<file path="config.mk">
export PLATFORM = sky130hd
export DESIGN_NAME = mem_port_arbiter
export DESIGN_NICKNAME = d
export VERILOG_FILES = /design/src/rtl/mem_port_arbiter.sv
export SDC_FILE = /design/constraint.sdc
export NUM_CORES = 1
export LEC_CHECK = 0
export CAP_MARGIN = 25
export CORE_AREA = 4 4 100 102
export CTS_CLUSTER_SIZE = 28
export DETAILED_ROUTE_END_ITERATION = 12
export DIE_AREA = 0 0 104 106
export MAX_ROUTING_LAYER = met4
export PLACE_DENSITY = 0.73
export SLEW_MARGIN = 15
export SYNTH_ARGS = -nofsm -noshare
export SYNTH_HDL_FRONTEND = slang
export SYNTH_SLANG_ARGS = --single-unit
export TNS_END_PERCENT = 50
</file>
<file path="constraint.sdc">
create_clock -name i_clk -period 1.5 [get_ports i_clk]
set_input_delay 0.15 -clock i_clk [delete_from_list [all_inputs] [get_ports i_clk]]
set_output_delay 0.15 -clock i_clk [all_outputs]
set_load 0.005 [all_outputs]
</file>
<file path="src/rtl/mem_port_arbiter.sv">
// Arbitrates one single-port synchronous RAM between instruction fetch and the LSU, with tagged 1-cycle responses.
// Optional conflict counter enabled by defining ARB_PERF_CNT_EN.
module mem_port_arbiter #(
    parameter int WIDTH      = 32,
    parameter int ADDR_W     = 16,
    parameter int STARVE_MAX = 4
) (
    input  logic                 i_clk,
    input  logic                 i_rst_n,
    input  logic                 i_if_req,
    input  logic [ADDR_W-1:0]    i_if_addr,
    output logic                 o_if_stall,
    output logic                 o_if_valid,
    output logic [WIDTH-1:0]     o_if_rdata,
    input  logic                 i_ls_req,
    input  logic                 i_ls_wren,
    input  logic [ADDR_W-1:0]    i_ls_addr,
    input  logic [WIDTH-1:0]     i_ls_wdata,
    input  logic [WIDTH/8-1:0]   i_ls_be,
    output logic                 o_ls_stall,
    output logic                 o_ls_valid,
    output logic [WIDTH-1:0]     o_ls_rdata,
    output logic                 o_mem_en,
    output logic                 o_mem_we,
    output logic [ADDR_W-1:0]    o_mem_addr,
    output logic [WIDTH-1:0]     o_mem_wdata,
    output logic [WIDTH/8-1:0]   o_mem_be,
    input  logic [WIDTH-1:0]     i_mem_rdata,
    output logic [31:0]          o_conflict_cnt
);

    localparam int BYTES = WIDTH / 8;

    typedef enum logic [1:0] {
        TAG_NONE,
        TAG_IF,
        TAG_LS,
        TAG_LS_ST
    } tag_t;

    tag_t       tag;
    logic [3:0] starve;
    logic       fetch_forced;
    logic       gnt_ls;
    logic       gnt_if;

    // LSU wins by default; a fetch denied STARVE_MAX cycles in a row takes the port once.
    assign fetch_forced = i_if_req && (starve == 4'(STARVE_MAX));
    assign gnt_ls       = i_ls_req && !fetch_forced;
    assign gnt_if       = i_if_req && !gnt_ls;

    assign o_if_stall = i_if_req && !gnt_if;
    assign o_ls_stall = i_ls_req && !gnt_ls;

    always_comb begin
        o_mem_en    = 1'b0;
        o_mem_we    = 1'b0;
        o_mem_addr  = '0;
        o_mem_wdata = '0;
        o_mem_be    = '0;
        if (gnt_ls) begin
            o_mem_en    = 1'b1;
            o_mem_we    = i_ls_wren;
            o_mem_addr  = i_ls_addr;
            o_mem_wdata = i_ls_wren ? i_ls_wdata : '0;
            o_mem_be    = i_ls_wren ? i_ls_be : {BYTES{1'b1}};
        end else if (gnt_if) begin
            o_mem_en   = 1'b1;
            o_mem_addr = i_if_addr;
            o_mem_be   = {BYTES{1'b1}};
        end
    end

    // The tag follows the grant every cycle, so the RAM's 1-cycle read data is routed to its owner.
    always_ff @(posedge i_clk or negedge i_rst_n) begin
        if (!i_rst_n) begin
            tag    <= TAG_NONE;
            starve <= 4'd0;
        end else begin
            if (gnt_ls)
                tag <= i_ls_wren ? TAG_LS_ST : TAG_LS;
            else if (gnt_if)
                tag <= TAG_IF;
            else
                tag <= TAG_NONE;

            if (i_if_req && !gnt_if)
                starve <= (starve == 4'(STARVE_MAX)) ? starve : starve + 4'd1;
            else
                starve <= 4'd0;
        end
    end

    assign o_if_valid = (tag == TAG_IF);
    assign o_ls_valid = (tag == TAG_LS) || (tag == TAG_LS_ST);
    assign o_if_rdata = (tag == TAG_IF) ? i_mem_rdata : '0;
    assign o_ls_rdata = (tag == TAG_LS) ? i_mem_rdata : '0;

`ifdef ARB_PERF_CNT_EN
    logic [31:0] conflict_cnt;

    always_ff @(posedge i_clk or negedge i_rst_n) begin
        if (!i_rst_n)
            conflict_cnt <= 32'd0;
        else if (i_if_req && i_ls_req)
            conflict_cnt <= conflict_cnt + 32'd1;
    end

    assign o_conflict_cnt = conflict_cnt;
`else
    assign o_conflict_cnt = 32'd0;
`endif

endmodule

</file>
==> results of run 1 <==
==> registers in the layout, indices dropped and copies added (netlist names) <==
| signal | flops |
|---|---|
| starve | 4 |
| tag | 2 |
==> cell families (layout without fill, tap and decap cells) <==
| kind of cell | count (synthesis) | in the layout |
|---|---|---|
| simple gates | 123 | 123 |
| compound gates | 7 | 7 |
| mux | 16 | 16 |
| other cells | 1 | 32 |
| buf+inv | 70 | 292 |
| fa+ha+maj | 2 | 2 |
| xor+xnor | 2 | 2 |
| flops | 6 | 6 |
==> layer usage <==
metal	wire length [um]	part of all wire, %	vias up	GRT usage, %
li1	-	-	1120	-
met1	3050	36	1007	15.0
met3	522	6.1	9	2.37
met2	4880	57	115	28.5
met5	0	0	-	-
met4	87	1.0	0	2.94
==> power by group through the flow <==
stage	clock, uW	sequential (uW)	combinational [uW]
after floorplan	0	174	343
after global placement	0	174	926
after detailed placement	0	174	936
after CTS	247	174	1020
after global routing	257	175	1070
final	245	174	996
==> final cells by class <==
| type | instances | area [sq um] | area share, % |
|---|---|---|---|
| flip-flops and latches | 6 | 150 | 3.60 |
| inverters | 24 | 103 | 2.46 |
| well taps | 111 | 139 | 3.33 |
| repair buffers | 261 | 2430 | 58.3 |
| clock buffers | 3 | 41.3 | 0.991 |
| repair inverters | 4 | 50.0 | 1.20 |
| multi-input cells | 182 | 1250 | 30.1 |
==> worst max-delay path: stages, from the launching register on <==
cell,delay (ns)
sky130_fd_sc_hd__dfrtp_1,0.37
sky130_fd_sc_hd__inv_1,0.07
sky130_fd_sc_hd__ha_2,0.19
sky130_fd_sc_hd__nand3b_4,0.11
sky130_fd_sc_hd__buf_6,0.14
sky130_fd_sc_hd__o21ai_4,0.14
sky130_fd_sc_hd__buf_6,0.13
sky130_fd_sc_hd__buf_6,0.11
sky130_fd_sc_hd__mux2i_1,0.20
sky130_fd_sc_hd__buf_2,0.14
==> stage by stage <==
stage          hold slack, ns  utilization [%]
2_1_floorplan          -0.146                -
3_3_place_gp            0.417             43.7
3_5_place_dp            0.412             43.7
4_1_cts                 0.180             47.0
5_1_grt                 0.191             45.7
6_report                0.173             45.7
==> cells in the final DEF, fill, tap and decap left out, types with 4 or more instances in the layout <==
cell type and n:
sky130_fd_sc_hd__and2_1 56, sky130_fd_sc_hd__and2_4 40, sky130_fd_sc_hd__buf_12 7, sky130_fd_sc_hd__buf_2 52, sky130_fd_sc_hd__buf_4 10, sky130_fd_sc_hd__buf_6 54, sky130_fd_sc_hd__clkbuf_2 20, sky130_fd_sc_hd__clkdlybuf4s15_2 6
sky130_fd_sc_hd__clkdlybuf4s50_1 104, sky130_fd_sc_hd__conb_1 32, sky130_fd_sc_hd__dfrtp_1 6, sky130_fd_sc_hd__inv_1 22, sky130_fd_sc_hd__mux2i_1 16, sky130_fd_sc_hd__nand2_1 16, sky130_fd_sc_hd__nor2_1 4, sky130_fd_sc_hd__o21a_1 4
==> repair_timing <==
item / 4_1_cts / 5_1_grt
cloned: 9 / 0
buffers inserted: 17 / 3
pin swaps: 30 / 13
resized for setup: 508 / 39
setup endpoints to repair: 122 / 122
hold buffers: 0 / 0
==> worst paths after layout <==
check	depth (start not counted)	startpoint	end
min reg2reg	2	starve[0]$_DFFE_PN0P_	starve[0]$_DFFE_PN0P_
max in group asynchronous	1	i_rst_n	starve[1]$_DFFE_PN0P_
max reg2reg	10	starve[1]$_DFFE_PN0P_	tag[0]$_DFF_PN0_
max	9	starve[1]$_DFFE_PN0P_	o_mem_addr[6]
min in group i_clk	2	starve[0]$_DFFE_PN0P_	starve[0]$_DFFE_PN0P_
min	1	i_rst_n	tag[1]$_DFF_PN0_
==> out/qor.tcl, run 1 <==
set qor(status) {finished with violations}
set qor(violations_in_the_final_reports) {setup timing}
set qor(synth-adder-area-share_pct) 1.51
set qor(final_min_period_over_clock_period_pct) 132
set qor(drt_pass1_iterations) 4
set qor(first_iteration_detailed_routing_drc_count) 27
set qor(die_height_um) 106
set qor(layout.cell_area.non_filler_sq_mm) 0.00417
set qor(numPlacedInstances) 563
set qor(timing_worst_setup_path_type) {flop to output pin}
set qor(maxClockFrequency_mhz) 505
set qor(gp_routability_congestion) 0.849
set qor(synth_compound_gate_area_share_pct) 4.08
set qor(synthXorXnorAreaFrac_pct) 1.06
set qor(grt_max_degree) 19
set qor(clk_transition_reported_paths_ns) 0.04
set qor(core-area_sq_mm) 0.00911
set qor(syn2layout_area_growth_pct) 152
set qor(power.share.combinational_pct) 70.4
set qor(final_hold_viol_count) 0
set qor(yosys_register_bits) 6
set qor(rows) 35
set qor(synthSimpleGateAreaFrac_pct) 48.3
set qor(dpl.hpwl_um) 6440
set qor(worst_hold_path_class) {input pin to asynchronous set/reset pin}
set qor(timing.final.setup_violations) 72
set qor(via_count_of_the_first_global_routing_pass) 2354
set qor(irDropWorstVdd_mv) 0.282
set qor(grt_pass1_wl_um) 12500
set qor(synthTopCellsByCount) {sky130_fd_sc_hd__and2_1 (65), sky130_fd_sc_hd__buf_4 (33), sky130_fd_sc_hd__and2_4 (27)}
set qor(synthMuxAreaShare_pct) 9.68
set qor(ys_dominant_reg_cell) {sky130_fd_sc_hd__dfrtp_1}
set qor(timing.final.ws_setup_ns) -0.481
set qor(drt_wl_cell_um) 14.4
set qor(ys_types) 26
set qor(critPathLaunchType) {flop}
set qor(ctsRootBufferMaster) {sky130_fd_sc_hd__clkbuf_8}
set qor(cts_sinks) 6
set qor(power.share.switching_pct) 30.0
set qor(io_pins) 259
set qor(synth_area_leader_cell) {sky130_fd_sc_hd__and2_1}
set qor(drt_wl_total_um) 8540
set qor(cts_inserted_buffers) 3
set qor(cp-end-kind) {output pin}
set qor(finalClockSkew_ns) 0.000755
set qor(synth_top_cell_area_share_pct) 24.6
set qor(grt_usage_pct) 14.4
set qor(n_antenna_cell) 0
set qor(pwr-share-clk_pct) 17.3
set qor(clock_tree.buffer_depth) 2
set qor(layout.cells.non_filler) 591
set qor(max_cap_viol_count) 0
set qor(drive_gt1_share_pct) 44.2
set qor(power-per-cell-area_mw_per_mm2) 340
set qor(r2r_slack_ns) -0.24
set qor(synth_area_sq_mm) 0.00165
set qor(synth_top_family_by_area) {simple AND/OR/NAND/NOR gates}
set qor(synth_area_leaders) {sky130_fd_sc_hd__and2_1 (25%), sky130_fd_sc_hd__buf_4 (15%), sky130_fd_sc_hd__and2_4 (14%), sky130_fd_sc_hd__mux2i_1 (9.7%), sky130_fd_sc_hd__dfrtp_1 (9.1%)}
set qor(dp_slack_ns) -0.518
set qor(finalMaxSlewViolations) 0
set qor(fill_cells) 885
set qor(netSwitchingPower_uw) 425
set qor(synth_enable_flop_cells) 0
set qor(grt_overflow_total) 0
set qor(pwr-share-seq_pct) 12.3
set qor(floorplan.initialDensity_pct) 18.2
set qor(detailed_place.area_sq_mm) 0.00398
set qor(grt_antenna_before_repair) 0
set qor(synth_area_per_cell_sq_um) 7.29
set qor(drt_drc_violations_left) 0
set qor(post_synth_inst_count) 227
set qor(finalSetupTns_ns) -21.65
set qor(total_of_buffers_placed_on_input_and_output_ports) 226
set qor(fp.dieArea_sq_mm) 0.0110
set qor(yosysWarnings) 0
set qor(seq_area_frac_synth_pct) 9.08
set qor(setup_repair_after_global_routing_missed_its_margin) {true}
set qor(total_leakage_power_uw) 0.00219
set qor(post_layout_power_uw) 1420
set qor(die_w_um) 104
set qor(detailroute.via_count) 2251
set qor(power_report.internal_total_uw) 991
set qor(ant_nets) 0
set qor(clk_latency_ns) 0.23
set qor(cts_tree) {built}
set qor(worst_ep_arrival_time_ns) 1.83
set qor(cp.required_ns) 1.35
set qor(worst-path-max-fanout) 4
set qor(vias_per_cell) 3.81
set qor(min_period_ns) 1.98
set qor(synth-async-reset-ratio_pct) 100
set qor(most_frequent_cell_after_synthesis) {sky130_fd_sc_hd__and2_1}
set qor(ctsHtreeMaxLevel) 1
set qor(layout.nets) 589
No activity file was read; power rests on OpenSTA's default activity.
==> inputs of run 2 (changes only) <==
- HOLD_SLACK_MARGIN: not set -> 0.05
==> results of run 2 <==
Same layout as run 1: the final DEF is identical, and so are final timing and power.
==> inputs of run 3 (changes only) <==
- CTS_BUF_LIST: not set -> sky130_fd_sc_hd__clkbuf_8
==> results of run 3 <==
Same layout as run 1: the final DEF is identical, and so are final timing and power.
